===== src/rtl/bsg_cache_non_blocking_dma_initiator.sv =====
// Initiator side of the non-blocking cache DMA interface: one line fill or evict at a time,
// moved word by word between a line buffer and the DMA data channels.
module bsg_cache_non_blocking_dma_initiator #(
  parameter int unsigned addr_width_p          = 32,
  parameter int unsigned data_width_p          = 32,
  parameter int unsigned block_size_in_words_p = 4,
  localparam int unsigned block_width_lp       = data_width_p * block_size_in_words_p,
  localparam int unsigned dma_pkt_width_lp     = addr_width_p + 1
) (
  input  logic                        clk_i,
  input  logic                        reset_n_i,

  input  logic                        req_v_i,
  output logic                        req_ready_o,
  input  logic                        req_write_not_read_i,
  input  logic [addr_width_p-1:0]     req_addr_i,
  input  logic [block_width_lp-1:0]   req_block_i,

  output logic                        resp_v_o,
  output logic                        resp_write_not_read_o,
  output logic [block_width_lp-1:0]   resp_block_o,
  input  logic                        resp_yumi_i,

  output logic [dma_pkt_width_lp-1:0] dma_pkt_o,
  output logic                        dma_pkt_v_o,
  input  logic                        dma_pkt_yumi_i,

  input  logic [data_width_p-1:0]     dma_data_i,
  input  logic                        dma_data_v_i,
  output logic                        dma_data_ready_o,

  output logic [data_width_p-1:0]     dma_data_o,
  output logic                        dma_data_v_o,
  input  logic                        dma_data_yumi_i
);

  localparam int unsigned CntWidthLp =
    (block_size_in_words_p > 1) ? $clog2(block_size_in_words_p) : 1;
  localparam int unsigned OffsetWidthLp =
    $clog2(data_width_p / 8) + $clog2(block_size_in_words_p);
  localparam logic [CntWidthLp-1:0]   LastCntLp  = CntWidthLp'(block_size_in_words_p - 1);
  localparam logic [addr_width_p-1:0] AddrMaskLp =
    ~(addr_width_p'((64'd1 << OffsetWidthLp) - 64'd1));

  localparam logic [2:0] StIdle     = 3'd0;
  localparam logic [2:0] StSendPkt  = 3'd1;
  localparam logic [2:0] StRecv     = 3'd2;
  localparam logic [2:0] StSendData = 3'd3;
  localparam logic [2:0] StResp     = 3'd4;

  logic [2:0]                r_state, w_state_d;
  logic [CntWidthLp-1:0]     r_cnt,   w_cnt_d;
  logic [block_width_lp-1:0] r_buf,   w_buf_d;
  logic [addr_width_p-1:0]   r_addr,  w_addr_d;
  logic                      r_wnr,   w_wnr_d;
  logic                      w_last;
  int unsigned               w_base;

  always_comb begin
    w_state_d = r_state;
    w_cnt_d   = r_cnt;
    w_buf_d   = r_buf;
    w_addr_d  = r_addr;
    w_wnr_d   = r_wnr;
    w_last    = (r_cnt == LastCntLp);
    w_base    = 32'(r_cnt) * data_width_p;
    unique case (r_state)
      StIdle: begin
        if (req_v_i) begin
          w_wnr_d  = req_write_not_read_i;
          w_addr_d = req_addr_i & AddrMaskLp;
          if (req_write_not_read_i) w_buf_d = req_block_i;
          w_state_d = StSendPkt;
        end
      end
      StSendPkt: begin
        if (dma_pkt_yumi_i) begin
          w_cnt_d   = '0;
          w_state_d = r_wnr ? StSendData : StRecv;
        end
      end
      StRecv: begin
        if (dma_data_v_i) begin
          w_buf_d[w_base +: data_width_p] = dma_data_i;
          // Counter saturates at the last word; leaving the state ends the beat sequence.
          if (w_last) w_state_d = StResp;
          else        w_cnt_d   = r_cnt + 1'b1;
        end
      end
      StSendData: begin
        if (dma_data_yumi_i) begin
          if (w_last) w_state_d = StResp;
          else        w_cnt_d   = r_cnt + 1'b1;
        end
      end
      StResp: begin
        if (resp_yumi_i) w_state_d = StIdle;
      end
      default: w_state_d = StIdle;
    endcase
  end

  always_ff @(posedge clk_i or negedge reset_n_i) begin
    if (!reset_n_i) begin
      r_state <= StIdle;
      r_cnt   <= '0;
      r_buf   <= '0;
      r_addr  <= '0;
      r_wnr   <= 1'b0;
    end else begin
      r_state <= w_state_d;
      r_cnt   <= w_cnt_d;
      r_buf   <= w_buf_d;
      r_addr  <= w_addr_d;
      r_wnr   <= w_wnr_d;
    end
  end

  // Ready is additionally gated by reset so nothing looks acceptable while reset is held.
  assign req_ready_o           = reset_n_i & (r_state == StIdle);
  assign dma_pkt_v_o           = (r_state == StSendPkt);
  assign dma_pkt_o             = {r_wnr, r_addr};
  assign dma_data_ready_o      = (r_state == StRecv);
  assign dma_data_v_o          = (r_state == StSendData);
  assign dma_data_o            = r_buf[w_base +: data_width_p];
  assign resp_v_o              = (r_state == StResp);
  assign resp_write_not_read_o = r_wnr;
  assign resp_block_o          = r_buf;

endmodule


===== config.mk =====
export PLATFORM = sky130hd
export DESIGN_NAME = bsg_cache_non_blocking_dma_initiator
export DESIGN_NICKNAME = d
export VERILOG_FILES = /design/src/rtl/bsg_cache_non_blocking_dma_initiator.sv
export SDC_FILE = /design/constraint.sdc
export NUM_CORES = 1
export LEC_CHECK = 0
export ABC_AREA = 1
export CAP_MARGIN = 20
export CORE_ASPECT_RATIO = 1.75
export CORE_UTILIZATION = 40
export CTS_BUF_LIST = sky130_fd_sc_hd__clkbuf_4
export CTS_CLUSTER_SIZE = 12
export DETAILED_ROUTE_END_ITERATION = 10
export GPL_TIMING_DRIVEN = 0
export PLACE_DENSITY = 0.91
export SLEW_MARGIN = 20
export SYNTH_ARGS = -nofsm -noshare
export SYNTH_HDL_FRONTEND = slang
export SYNTH_SLANG_ARGS = --single-unit

===== constraint.sdc =====
create_clock -name clk_i -period 2.37 [get_ports clk_i]
set_clock_uncertainty 0.15 [all_clocks]
set_input_delay 0.3555 -clock clk_i [delete_from_list [all_inputs] [get_ports clk_i]]
set_output_delay 0.3555 -clock clk_i [all_outputs]
set_load 0.02 [all_outputs]

==> results of run 1 <==
[synthesized netlist by cell type]
| master | instances |
|---|---|
| nand2_1 | 723 |
| nor2_4 | 2 |
| ha_1 | 6 |
| conb_1 | 1 |
| nand3_2 | 2 |
| buf_2 | 39 |
| inv_2 | 4 |
| nor2_2 | 1 |
| nand4_1 | 4 |
| dfrtp_1 | 162 |
| nand3_1 | 201 |
| buf_4 | 24 |
| nand3b_1 | 1 |
| o211ai_1 | 1 |
| o22ai_1 | 32 |
| o21ai_0 | 64 |
| buf_1 | 5 |
| and3_1 | 1 |
| clkbuf_1 | 46 |
| nor3_1 | 2 |
| inv_1 | 12 |
| nor2_1 | 142 |
[cell usage in the layout (no fill, tap or decap), types with 10 or more instances in the layout]
master           instances
clkbuf_1                14
clkbuf_4                23
clkdlybuf4s50_1        350
nor2_1                 101
dfrtp_1                158
buf_2                   28
o21ai_0                 18
o22ai_2                 23
clkbuf_8                11
buf_4                   69
nor2_4                  33
nand2_1                721
o21ai_1                 26
nor2_2                  11
nand3_1                195
o21ai_2                 14
clkbuf_16               10
buf_6                   36
[state kept, by name (all words and copies together), names as in the netlist]
name                   flops
r_addr                    28
r_state                    3
r_cnt                      2
resp_write_not_read_o      1
resp_block_o             128
[per-stage QoR]
step           TNS (ns)  setup WS [ns]  power (mW)  std cells
2_1_floorplan         0          0.106        12.5       1478
5_1_grt           -4.91         -0.207        25.1       2245
4_1_cts           -3.66         -0.197        23.1       2232
3_3_place_gp   -1124.12          -6.12        19.2       2172
6_report          -3.09         -0.178        24.1       2245
3_5_place_dp    -137.33          -1.19        19.5       2173
[what timing repair did]
action / 4_1_cts / 5_1_grt
setup endpoints to repair: 166 / 160
gates resized for setup: 455 / 104
pin swaps: 39 / 19
gates cloned: 6 / 0
hold endpoints to repair: 71 / 71
setup buffers: 23 / 13
[logic make-up (layout without fill, tap and decap cells)]
group | count (synthesis) | after routing | synth area share (%)
simple gates | 1079 | 1079 | 45.1
buf+inv | 130 | 591 | 6.50
fa+ha+maj | 6 | 6 | 0.779
other cells | 1 | 6 | 0.0389
flops | 162 | 162 | 42.1
compound gates | 97 | 97 | 5.48
[area by class of cell]
type | count | area share [%]
multi-input combinational | 1186 | 35.6
timing repair buffer | 432 | 27.8
tap | 304 | 2.41
inverter | 16 | 0.444
buffer | 112 | 6.24
clock buffer | 21 | 1.00
sequential | 162 | 25.7
clock inverter | 10 | 0.706
antenna | 2 | 0.0317
[path summary, 6_finish.rpt]
| check | to | slack [ns] | cells after the start |
|---|---|---|---|
| min reg2reg | r_addr[4] | 0.34 | 2 |
| max reg2reg | resp_block_o[53] | 0.02 | 11 |
| max | dma_data_o[5] | -0.18 | 6 |
| min | resp_block_o[123] | -0.48 | 1 |
| max in group asynchronous | r_addr[14] | 1.61 | 2 |
| min in group clk_i | r_addr[18] | 0.11 | 3 |
[worst max-delay path, delay by kind of cell (launching register included)]
family | cells | cell delay, ns
buffers and inverters | 4 | 0.65
flip-flops | 1 | 0.50
AO/OA/AOI/OAI | 2 | 0.28
[power groups by stage]
stage	sequential (mW)	clock [mW]	combinational (mW)
finish	5.65	1.74	16.8
global route	5.72	1.82	17.6
CTS	5.52	1.72	15.8
detailed placement	5.42	0	14.1
global placement	5.40	0	13.8
floorplan	6.55	0	5.98
[metal layers]
metal / wire length, um / vias up
met1: 16900 / 5983
met5: 0 / -
li1: - / 5598
met2: 25000 / 1055
met3: 5500 / 297
met4: 4690 / 0
==> metrics.md, run 1 <==
| Metric | Value |
|---|---|
| Outcome | `finished, violations left` |
| Failing checks | `negative hold slack, negative setup slack` |
| Clk pwr share | `7.2%` |
| 1st-iter DRT viols | `1,465` |
| Max Fclk | `392 MHz` |
| Startpoint Class | `register` |
| IO buf count | `390` |
| RR Startpoint | `r_cnt[0]` |
| Critical path's most frequent cell | `clkbuf_16` |
| Busiest grt layer | `met2` |
| Worst vdd ir | `0.782 mV` |
| Post-route DRC violation count | `0` |
| Slowest stage delay, CP | `approximately 0.50 ns` |
| Cell variety after synth | `22` |
| Post-Synthesis Cells | `about 1,500` |
| Critical Path Source | `r_cnt[0]` |
| Sw power | `12.5 mW` |
| Min Tclk post-route | `about 2.5 ns` |
| Multi-input gate area | `0.00562 mm2` |
| Met1 usage | `45.7%` |
| Power Dens Cells | `roughly 1500 mW/mm2` |
| RSZ-0062 raised after global routing | `yes` |
| Clock Latency Late Sink | `0.62 ns` |
| GRT overflow | `0` |
| Internal Pwr Total | `around 12 mW` |
| Logic pwr share | `between 60% and 70%` |
| Met2 GRT Util | `69.7%` |
| Final hold vios | `between 100 and 150` |
| Sequential fraction of the synthesis area | `42.1%` |
| Core ar. | `0.0235 mm2` |
| Vias per inst | `5.76` |
| Final Setup Violations | `31` |
| Slew Limit Headroom | `a little under half` |
| GRT Total Usage | `42.2%` |
| TritonRoute pass-1 iters | `6` |
| Hold slack | `-0.479 ns` |
| Leakage | `7.66 nW` |
| Worst-path clk slew | `0.15 ns` |
| Fin crit share | `108%` |
| Post-layout util | `roughly two thirds` |
| Vias post-DR | `12,900` |
| Post-Syn Area | `0.00964 mm2` |
| IO Pins | `399` |
| Area growth from synthesis to layout | `63.6%` |
| Drt total wl | `52.1 mm` |
| Met3 track demand over resource | `approximately a tenth` |
| # fillers | `between 2,000 and 2,500` |
| First-pass GRT wire length | `roughly 76 mm` |
| Number of nets in the layout | `between 2,000 and 2,500` |
| Number of buffers created by CTS | `17` |
| Share of layout cells above drive strength 1 | `between 10% and 20%` |
| CP Max Fanout | `7` |
| CTS Sinks | `162` |
| Area leader, netlist | `dfrtp_1` |
| Sequential share of power | `a little under a quarter` |
| Largest net degree at the start of global routing | `74` |
| Slew Viols, Final | `0` |
| Syn Area/Cell | `6.53 um2` |
| CTS H-tree depth | `4` |
| Setup crit end kind | `primary output` |
| Setup WS post-layout | `-0.178 ns` |
| Crit path max-delay cell type | `dfrtp_2` |
| Full die area | `0.0247 mm2` |
| Ranking of synthesized cells by area | `dfrtp_1, nand2_1, nand3_1, nor2_1, o21ai_0` |
| Hpwl dp | `36.6 mm` |
| Die W | `119 um` |
| GP Congestion | `0.950` |
| Initial antenna violation count | `2` |
| Final Cell Area | `~0.016 mm2` |
| Area share of the largest cell type after synthesis | `42.1%` |
| TritonCTS clock tree | `built` |
| Required @ worst endpoint | `1.86 ns` |
| Starting Density | `roughly two fifths` |
| Clock tree buffer depth | `2` |
| Register bit total from synthesis | `around 160` |
| Register area | `0.00406 mm2` |
| WP data arrival | `2.04 ns` |
| DIE HEIGHT | `approximately 210 um` |
| Root Buffer | `clkbuf_4` |
| Kind of critical path | `register to primary output` |
| Average routed wire per standard cell | `around 23 um` |
| Synth warnings | `0` |
| Post-route ant nets | `0` |
| Sw Share | `between 50% and 60%` |
| Worst-margin pin slew | `0.782 ns` |
| Number of global-route vias before repair | `approximately 13,000` |
| Crit path cell chain | `clkbuf_16 > clkbuf_16 > buf_12 > o21ai_4 > o22ai_2 > buf_6` |
| Max cap viols | `0` |
| HP Class | `input pin to asynchronous set/reset pin` |
| # rows | `74` |
| Area after DPL | `0.0140 mm2` |
No activity file was read; power rests on OpenSTA's default activity.
==> inputs of run 2 (changes only) <==
- clock period: 2.37 -> 2.1 ns (I/O delays scaled with it)
==> run 2 against run 1 <==
  * Flip-flop and latch count stayed put
  * Cell count is 2.0% higher
  * Combinational power is 23% higher
  * The flow still finishes with violations (negative hold slack, negative setup slack)
  * Die area stayed put
  * Via count is 6.8% higher
  * Critical endpoint is now dma_data_o[22]
  * Highest routed layer unchanged
  * Critical path type unchanged
  * Routed wire length is 11% higher
  * Clock power is 11% higher
  * Global-route usage is 2.4 points higher
  * Hold slack worse by 0.14 ns
  * Largest power group unchanged
  * Cell area is 11% higher
  * Setup slack worse by 0.36 ns
==> metrics.md, run 2 (synthesis results as in run 1) <==
| Metric | Value |
|---|---|
| Outcome | `finished, violations left` |
| Failing checks | `negative hold slack, negative setup slack` |
| Clock Latency Late Sink | `0.66 ns (+0.04 ns)` |
| Critical Path Source | `r_cnt[0]` |
| Power Dens Cells | `1650 mW/mm2 (+7.8%)` |
| Clock tree buffer depth | `2 (unchanged)` |
| HP Class | `input pin to asynchronous set/reset pin` |
| Die W | `119 um (unchanged)` |
| CTS Sinks | `162 (unchanged)` |
| Required @ worst endpoint | `1.63 ns (-0.23 ns)` |
| CTS H-tree depth | `4 (unchanged)` |
| Startpoint Class | `register` |
| Slowest stage delay, CP | `0.49 ns (about the same)` |
| Kind of critical path | `register to primary output` |
| RR Startpoint | `r_cnt[0]` |
| Crit path max-delay cell type | `dfrtp_2` |
| IO buf count | `390 (unchanged)` |
| TritonRoute pass-1 iters | `6 (unchanged)` |
| GRT Total Usage | `44.5% (+2.4 points)` |
| Area growth from synthesis to layout | `81.8%` |
| Number of nets in the layout | `2,177 (+2.1%)` |
| Vias post-DR | `13,800 (+6.8%)` |
| Largest net degree at the start of global routing | `97 (+31%)` |
| Core ar. | `0.0235 mm2 (unchanged)` |
| Worst slack at placement | `-1.43 ns (-0.239 ns)` |
| Final Cell Area | `0.0175 mm2 (+11%)` |
| Slew Limit Headroom | `24.0% (-24 points)` |
| Setup crit end kind | `primary output` |
| IO Pins | `399 (unchanged)` |
| Max Fclk | `379 MHz` |
| Crit path capture | `dma_data_o[22]` |
| Root Buffer | `clkbuf_4` |
| TritonCTS clock tree | `built` |
| Worst-margin pin slew | `1.14 ns (+0.358 ns)` |
| Commonest cells after routing, fill and taps aside | `nand2_1, clkdlybuf4s50_1, dfrtp_1, nand3_1, dlymetal6s2s_1` |
| GRT overflow | `0 (unchanged)` |
| Worst-path clk slew | `0.16 ns (about the same)` |
| Vias per inst | `6.03 (+4.7%)` |
| Total Power | `28.9 mW (+20%)` |
| Fin crit share | `126%` |
| Commonest non-fill, non-tap cell in the layout | `nand2_1` |
| Average routed wire per standard cell | `25.2 um (+8.4%)` |
| GP Congestion | `0.970 (+2.1%)` |
| DIE HEIGHT | `207 um (unchanged)` |
| Drt total wl | `57.6 mm (+11%)` |
| Crit path buffers/inverters | `3 (-1)` |
| 1st-iter DRT viols | `1,715 (+17%)` |
| R2r worst-path depth | `14 (+3)` |
| RSZ-0062 raised after global routing | `yes` |
| Hold slack | `-0.622 ns (-0.143 ns)` |
| Share of layout cells above drive strength 1 | `26.6% (+10 points)` |
| Slew Viols, Final | `0 (unchanged)` |
| R2R Path End | `resp_block_o[26]` |
| Number of buffers created by CTS | `17 (unchanged)` |
| Post-route DRC violation count | `0 (unchanged)` |
| Hpwl dp | `36.3 mm (-0.83%)` |
| Final hold vios | `115 (-0.86%)` |
| Post-route ant nets | `0 (unchanged)` |
| Crit path cell chain | `clkinv_4 > clkbuf_8 > o21ai_1 > o22ai_2 > buf_6` |
| Reg2Reg Setup Slack | `-0.45 ns (-0.47 ns)` |
| Largest register FFs | `128 (unchanged)` |
| # rows | `74 (unchanged)` |
| Number of global-route vias before repair | `13,300 (+3.2%)` |
| Worst vdd ir | `0.985 mV (+26%)` |
| Final Setup Violations | `164 (+430%)` |
| WP data arrival | `2.17 ns (+0.13 ns)` |
| Leakage | `10.1 nW (+31%)` |
| Largest delay contributor family on the critical path | `compound AO/OA/AOI/OAI gates` |
| Setup WS post-layout | `-0.539 ns (-0.361 ns)` |
| Instance count on the critical path | `5 (-1)` |
| Starting Density | `41.0% (unchanged)` |
| CP Max Fanout | `10 (+3)` |
| Initial antenna violation count | `2 (unchanged)` |
| Full die area | `0.0247 mm2 (unchanged)` |
| Max cap viols | `0 (unchanged)` |
| Area after DPL | `0.0140 mm2 (+0.47%)` |
| First-pass GRT wire length | `80.6 mm (+5.4%)` |
| Min Tclk post-route | `between 2 and 3 ns` |
| # fillers | `1,707 (-16%)` |
-- run 2: cell types whose count changed in the layout (fill, tap and decap cells not counted), sizes merged, moves of 2 or more --
cell and change:
clkdlybuf4s50 -156, dlymetal6s2s +127, buf +44, dlygate4sd2 +27, clkinv +6, clkbuf -2
clkinvlp -2, inv +2
-- run 2: worst min-delay path by stage --
stage               slack (ns)       start               end  cells past startpoint
global route             -0.61   reset_n_i  resp_block_o[98]                      1
global placement          0.30  r_addr[17]        r_addr[17]                      2
floorplan                -0.13   reset_n_i        r_addr[10]                      0
detailed placement        0.17   reset_n_i  resp_block_o[28]                      1
finish                   -0.62   reset_n_i  resp_block_o[34]                      1
CTS                      -0.60   reset_n_i  resp_block_o[92]                      1
-- run 2: per-stage QoR --
stage          cells  utilization, %  setup TNS, ns
2_1_floorplan   1478               -              0
3_3_place_gp    2172            59.5       -1209.75
3_5_place_dp    2173            59.7        -173.29
4_1_cts         2268            68.0         -33.27
5_1_grt         2289            74.5         -63.09
6_report        2290            74.5         -54.02
-- run 2: power breakdown --
group / leakage, nW / internal (mW) / switching (mW)
sequential: 2.01 / 4.64 / 1.59
clock: 0.141 / 0.597 / 1.34
combinational: 7.91 / 8.31 / 12.4
-- run 2: routing by layer --
metal	vias up	wire (um)	share of wire (%)	global-route usage (%)
met4	0	5800	10	35.8
met2	1222	27000	47	71.7
li1	5696	-	-	-
met1	6482	18500	32	49.3
met5	-	0	0	0
met3	410	6300	11	11.6
-- run 2: worst reg2reg max path, delay by kind of cell (launching register included) --
family                   cells  cell delay, ns
flip-flops                   1            0.49
adder cells (fa/ha/maj)      1            0.25
AND/OR/NAND/NOR              6            0.54
buffers and inverters        7            1.07
-- run 2: layout make-up --
type / instances / area (um2) / area share, %
Antenna cell: 2 / 5.00 / 0.0286
Buffer: 106 / 1050 / 5.99
Clock buffer: 17 / 128 / 0.728
Clock inverter: 15 / 134 / 0.764
Inverter: 16 / 87.6 / 0.500
Multi-Input combinational cell: 1186 / 6320 / 36.1
Sequential cell: 162 / 4060 / 23.2
Tap cell: 304 / 380 / 2.17
Timing Repair Buffer: 482 / 5360 / 30.6
-- run 2: repair_timing --
action / CTS / global route
cloned: 16 / 4
endpoints found under the setup margin: 325 / 294
resized for setup: 538 / 424
pin swaps: 92 / 139
endpoints found under the hold margin: 162 / 162
setup buffers: 49 / 23
==> inputs of run 3 (changes only) <==
- CELL_PAD_IN_SITES_DETAIL_PLACEMENT: default -> 0
- CELL_PAD_IN_SITES_GLOBAL_PLACEMENT: default -> 1
- CORE_UTILIZATION: 40 -> 27
- SLEW_MARGIN: 20 -> 15
==> run 3 against run 2 <==
  * The run still ends with negative hold slack, negative setup slack left
  * First-iteration DRC count down 44%
  * Die area grew 47%
  * Sequential power is essentially flat
  * Critical path depth unchanged
  * Flip-flop and latch count unchanged
  * Global-route usage shrank 13 points
  * Clock power rose by 15%
  * Clock-buffer cell count up 1
  * Combinational power decreased by 4%
  * Total power fell by 2.1%
  * Largest power group unchanged
  * Highest routed layer unchanged
==> metrics.md, run 3 (synthesis results as in run 1) <==
| Metric | Value |
|---|---|
| Outcome | `finished, violations left` |
| Failing checks | `negative hold slack, negative setup slack` |
| Commonest non-fill, non-tap cell in the layout | `nand2_1` |
| Worst vdd ir | `0.909 mV (-7.7%)` |
| Setup crit end kind | `primary output` |
| Clock Latency Late Sink | `0.66 ns (about the same)` |
| Initial antenna violation count | `6 (+4)` |
| Worst slack at placement | `-1.54 ns (-0.108 ns)` |
| Max cap viols | `0 (unchanged)` |
| WP data arrival | `2.06 ns (-0.11 ns)` |
| GP Congestion | `0.937 (-3.3%)` |
| Vias post-DR | `12,500 (-9.3%)` |
| Startpoint Class | `register` |
| Commonest cells after routing, fill and taps aside | `nand2_1, clkdlybuf4s50_1, nand3_1, dfrtp_1, nor2_1` |
| Slew Viols, Final | `0 (unchanged)` |
| Post-route ant nets | `0 (unchanged)` |
| Setup WS post-layout | `-0.425 ns (+0.114 ns)` |
| Required @ worst endpoint | `1.63 ns (about the same)` |
| IO Pins | `399 (unchanged)` |
| Average routed wire per standard cell | `23.4 um (-7.0%)` |
| Kind of critical path | `register to primary output` |
| Crit path capture | `dma_data_o[27]` |
| Clk pwr share | `7.9% (+1.2 points)` |
| IO buf count | `390 (unchanged)` |
| Drt total wl | `56.9 mm (-1.2%)` |
| TritonCTS clock tree | `built` |
| R2r worst-path depth | `13 (-1)` |
| Starting Density | `27.4% (-14 points)` |
| RSZ-0062 raised after global routing | `yes` |
| Clock tree buffer depth | `2 (unchanged)` |
| Number of global-route vias before repair | `12,200 (-8.5%)` |
| First-pass GRT wire length | `80.2 mm (-0.54%)` |
| CTS Sinks | `162 (unchanged)` |
| # rows | `91 (+23%)` |
| DIE HEIGHT | `252 um (+22%)` |
| CP Max Fanout | `8 (-2)` |
| Core ar. | `0.0352 mm2 (+50%)` |
| Final hold vios | `116 (+0.87%)` |
| Area growth from synthesis to layout | `71.9%` |
| Power Dens Cells | `1710 mW/mm2 (+3.5%)` |
| Largest net degree at the start of global routing | `73 (-25%)` |
| Share of layout cells above drive strength 1 | `18.8% (-7.8 points)` |
| Min Tclk post-route | `2.53 ns (-0.114 ns)` |
| Max Fclk | `396 MHz (+4.5%)` |
| GRT Total Usage | `31.3% (-13 points)` |
| Critical Path Source | `r_cnt[0]` |
| Slew Limit Headroom | `42.7% (+19 points)` |
| Leakage | `8.13 nW (-19%)` |
| Post-route DRC violation count | `0 (unchanged)` |
| Number of buffers created by CTS | `17 (unchanged)` |
| GRT overflow | `0 (unchanged)` |
| Hpwl dp | `40.0 mm (+10%)` |
| Total Power | `28.3 mW (-2.1%)` |
| Full die area | `0.0365 mm2 (+47%)` |
| Final Setup Violations | `269 (+64%)` |
| Fin crit share | `120% (-5.4 points)` |
| Logic pwr share | `69.9% (-1.8 points)` |
| Sw power | `14.5 mW (-5.4%)` |
| Largest register FFs | `128 (unchanged)` |
| # fillers | `3,512 (+110%)` |
| TritonRoute pass-1 iters | `5 (-1)` |
| Hold slack | `-0.563 ns (+0.0595 ns)` |
| Root Buffer | `clkbuf_4` |
| Worst-margin pin slew | `0.859 ns (-0.281 ns)` |
| 1st-iter DRT viols | `965 (-44%)` |
| Vias per inst | `5.15 (-15%)` |
| R2R Path End | `resp_block_o[14]` |
| Number of nets in the layout | `2,153 (-1.1%)` |
| RR Startpoint | `r_cnt[0]` |
| Sequential share of power | `22.1% (+0.5 points)` |
| Reg2Reg Setup Slack | `-0.29 ns (+0.16 ns)` |
| # hold bufs at CTS | `3` |
| Sw Share | `51.4% (-1.8 points)` |
| CTS H-tree depth | `4 (unchanged)` |
| Worst-path clk slew | `0.14 ns (-0.02 ns)` |
| HP Class | `input pin to asynchronous set/reset pin` |
| Die W | `145 um (+21%)` |
| Internal Pwr Total | `13.8 mW (+1.6%)` |
## run 3: cell types whose count changed in the layout (fill, tap and decap cells not counted), sizes merged, moves of 2 or more
cell,delta
clkinvlp,+3
bufinv,+3
dlymetal6s2s,-120
diode,+4
dlygate4sd3,+2
buf,-31
clkinv,-2
clkdlybuf4s50,+112
dlygate4sd2,+8
inv,-4
bufbuf,+2
clkbuf,+2
## run 3: power groups by stage
stage / sequential (mW) / clock (mW) / combinational, mW
after CTS: 6.15 / 2.28 / 18.9
after global routing: 6.38 / 2.38 / 20.9
after detailed placement: 6.12 / 0 / 16.5
final: 6.27 / 2.24 / 19.8
after floorplan: 7.40 / 0 / 6.90
after global placement: 6.09 / 0 / 16.3
## run 3: through the flow
step | area (um2) | TNS, ns | cells | utilization (%)
after global routing | 16600 | -64.09 | 2431 | 47.1
final | 16600 | -42.07 | 2431 | 47.1
after global placement | 14200 | -1290.03 | 2333 | 40.4
after detailed placement | 14200 | -193.76 | 2334 | 40.5
after floorplan | 9720 | 0 | 1478 | -
after CTS | 16100 | -51.84 | 2416 | 45.7
## run 3: per-layer routing
metal	wire [um]	global-route usage [%]	vias to the layer above	part of all wire, %
li1	-	-	5645	-
met1	19800	34.2	5907	35
met2	28200	52.8	759	50
met3	4230	6.07	212	7.4
met4	4730	23.4	0	8.3
met5	0	0	-	0
## run 3: final cells by class
| type | count | area (um2) | share of cell area (%) |
|---|---|---|---|
| multi-input combinational | 1186 | 5610 | 33.9 |
| timing repair buffer | 452 | 4690 | 28.3 |
| sequential | 162 | 4060 | 24.5 |
| buffer | 111 | 1200 | 7.27 |
| tap | 465 | 582 | 3.51 |
| clock inverter | 14 | 189 | 1.14 |
| clock buffer | 18 | 135 | 0.816 |
| inverter | 16 | 78.8 | 0.476 |
| antenna | 6 | 15.0 | 0.0906 |
| timing repair inverter | 1 | 3.75 | 0.0227 |
## run 3: worst min path at each step
stage / to / startpoint / cells after the start
4_1_cts: resp_block_o[92] / reset_n_i / 1
2_1_floorplan: r_addr[10] / reset_n_i / 0
3_3_place_gp: r_addr[27] / r_addr[27] / 2
6_report: resp_block_o[25] / reset_n_i / 1
3_5_place_dp: resp_block_o[25] / reset_n_i / 1
5_1_grt: resp_block_o[92] / reset_n_i / 1
## run 3: what timing repair did
item                                    CTS  global route
endpoints found under the setup margin  325           287
setup buffers                            37             8
gates resized for setup                 516           127
cloned                                   12             2
pin swaps                                30            21
hold endpoints to repair                119           116
## run 3: worst max-delay path, cell delays in order (launching register included)
cell and delay, ns:
dfrtp_2 0.50, clkbuf_16 0.20, clkbuf_8 0.18, o21ai_0 0.22
o22ai_2 0.14, buf_6 0.15
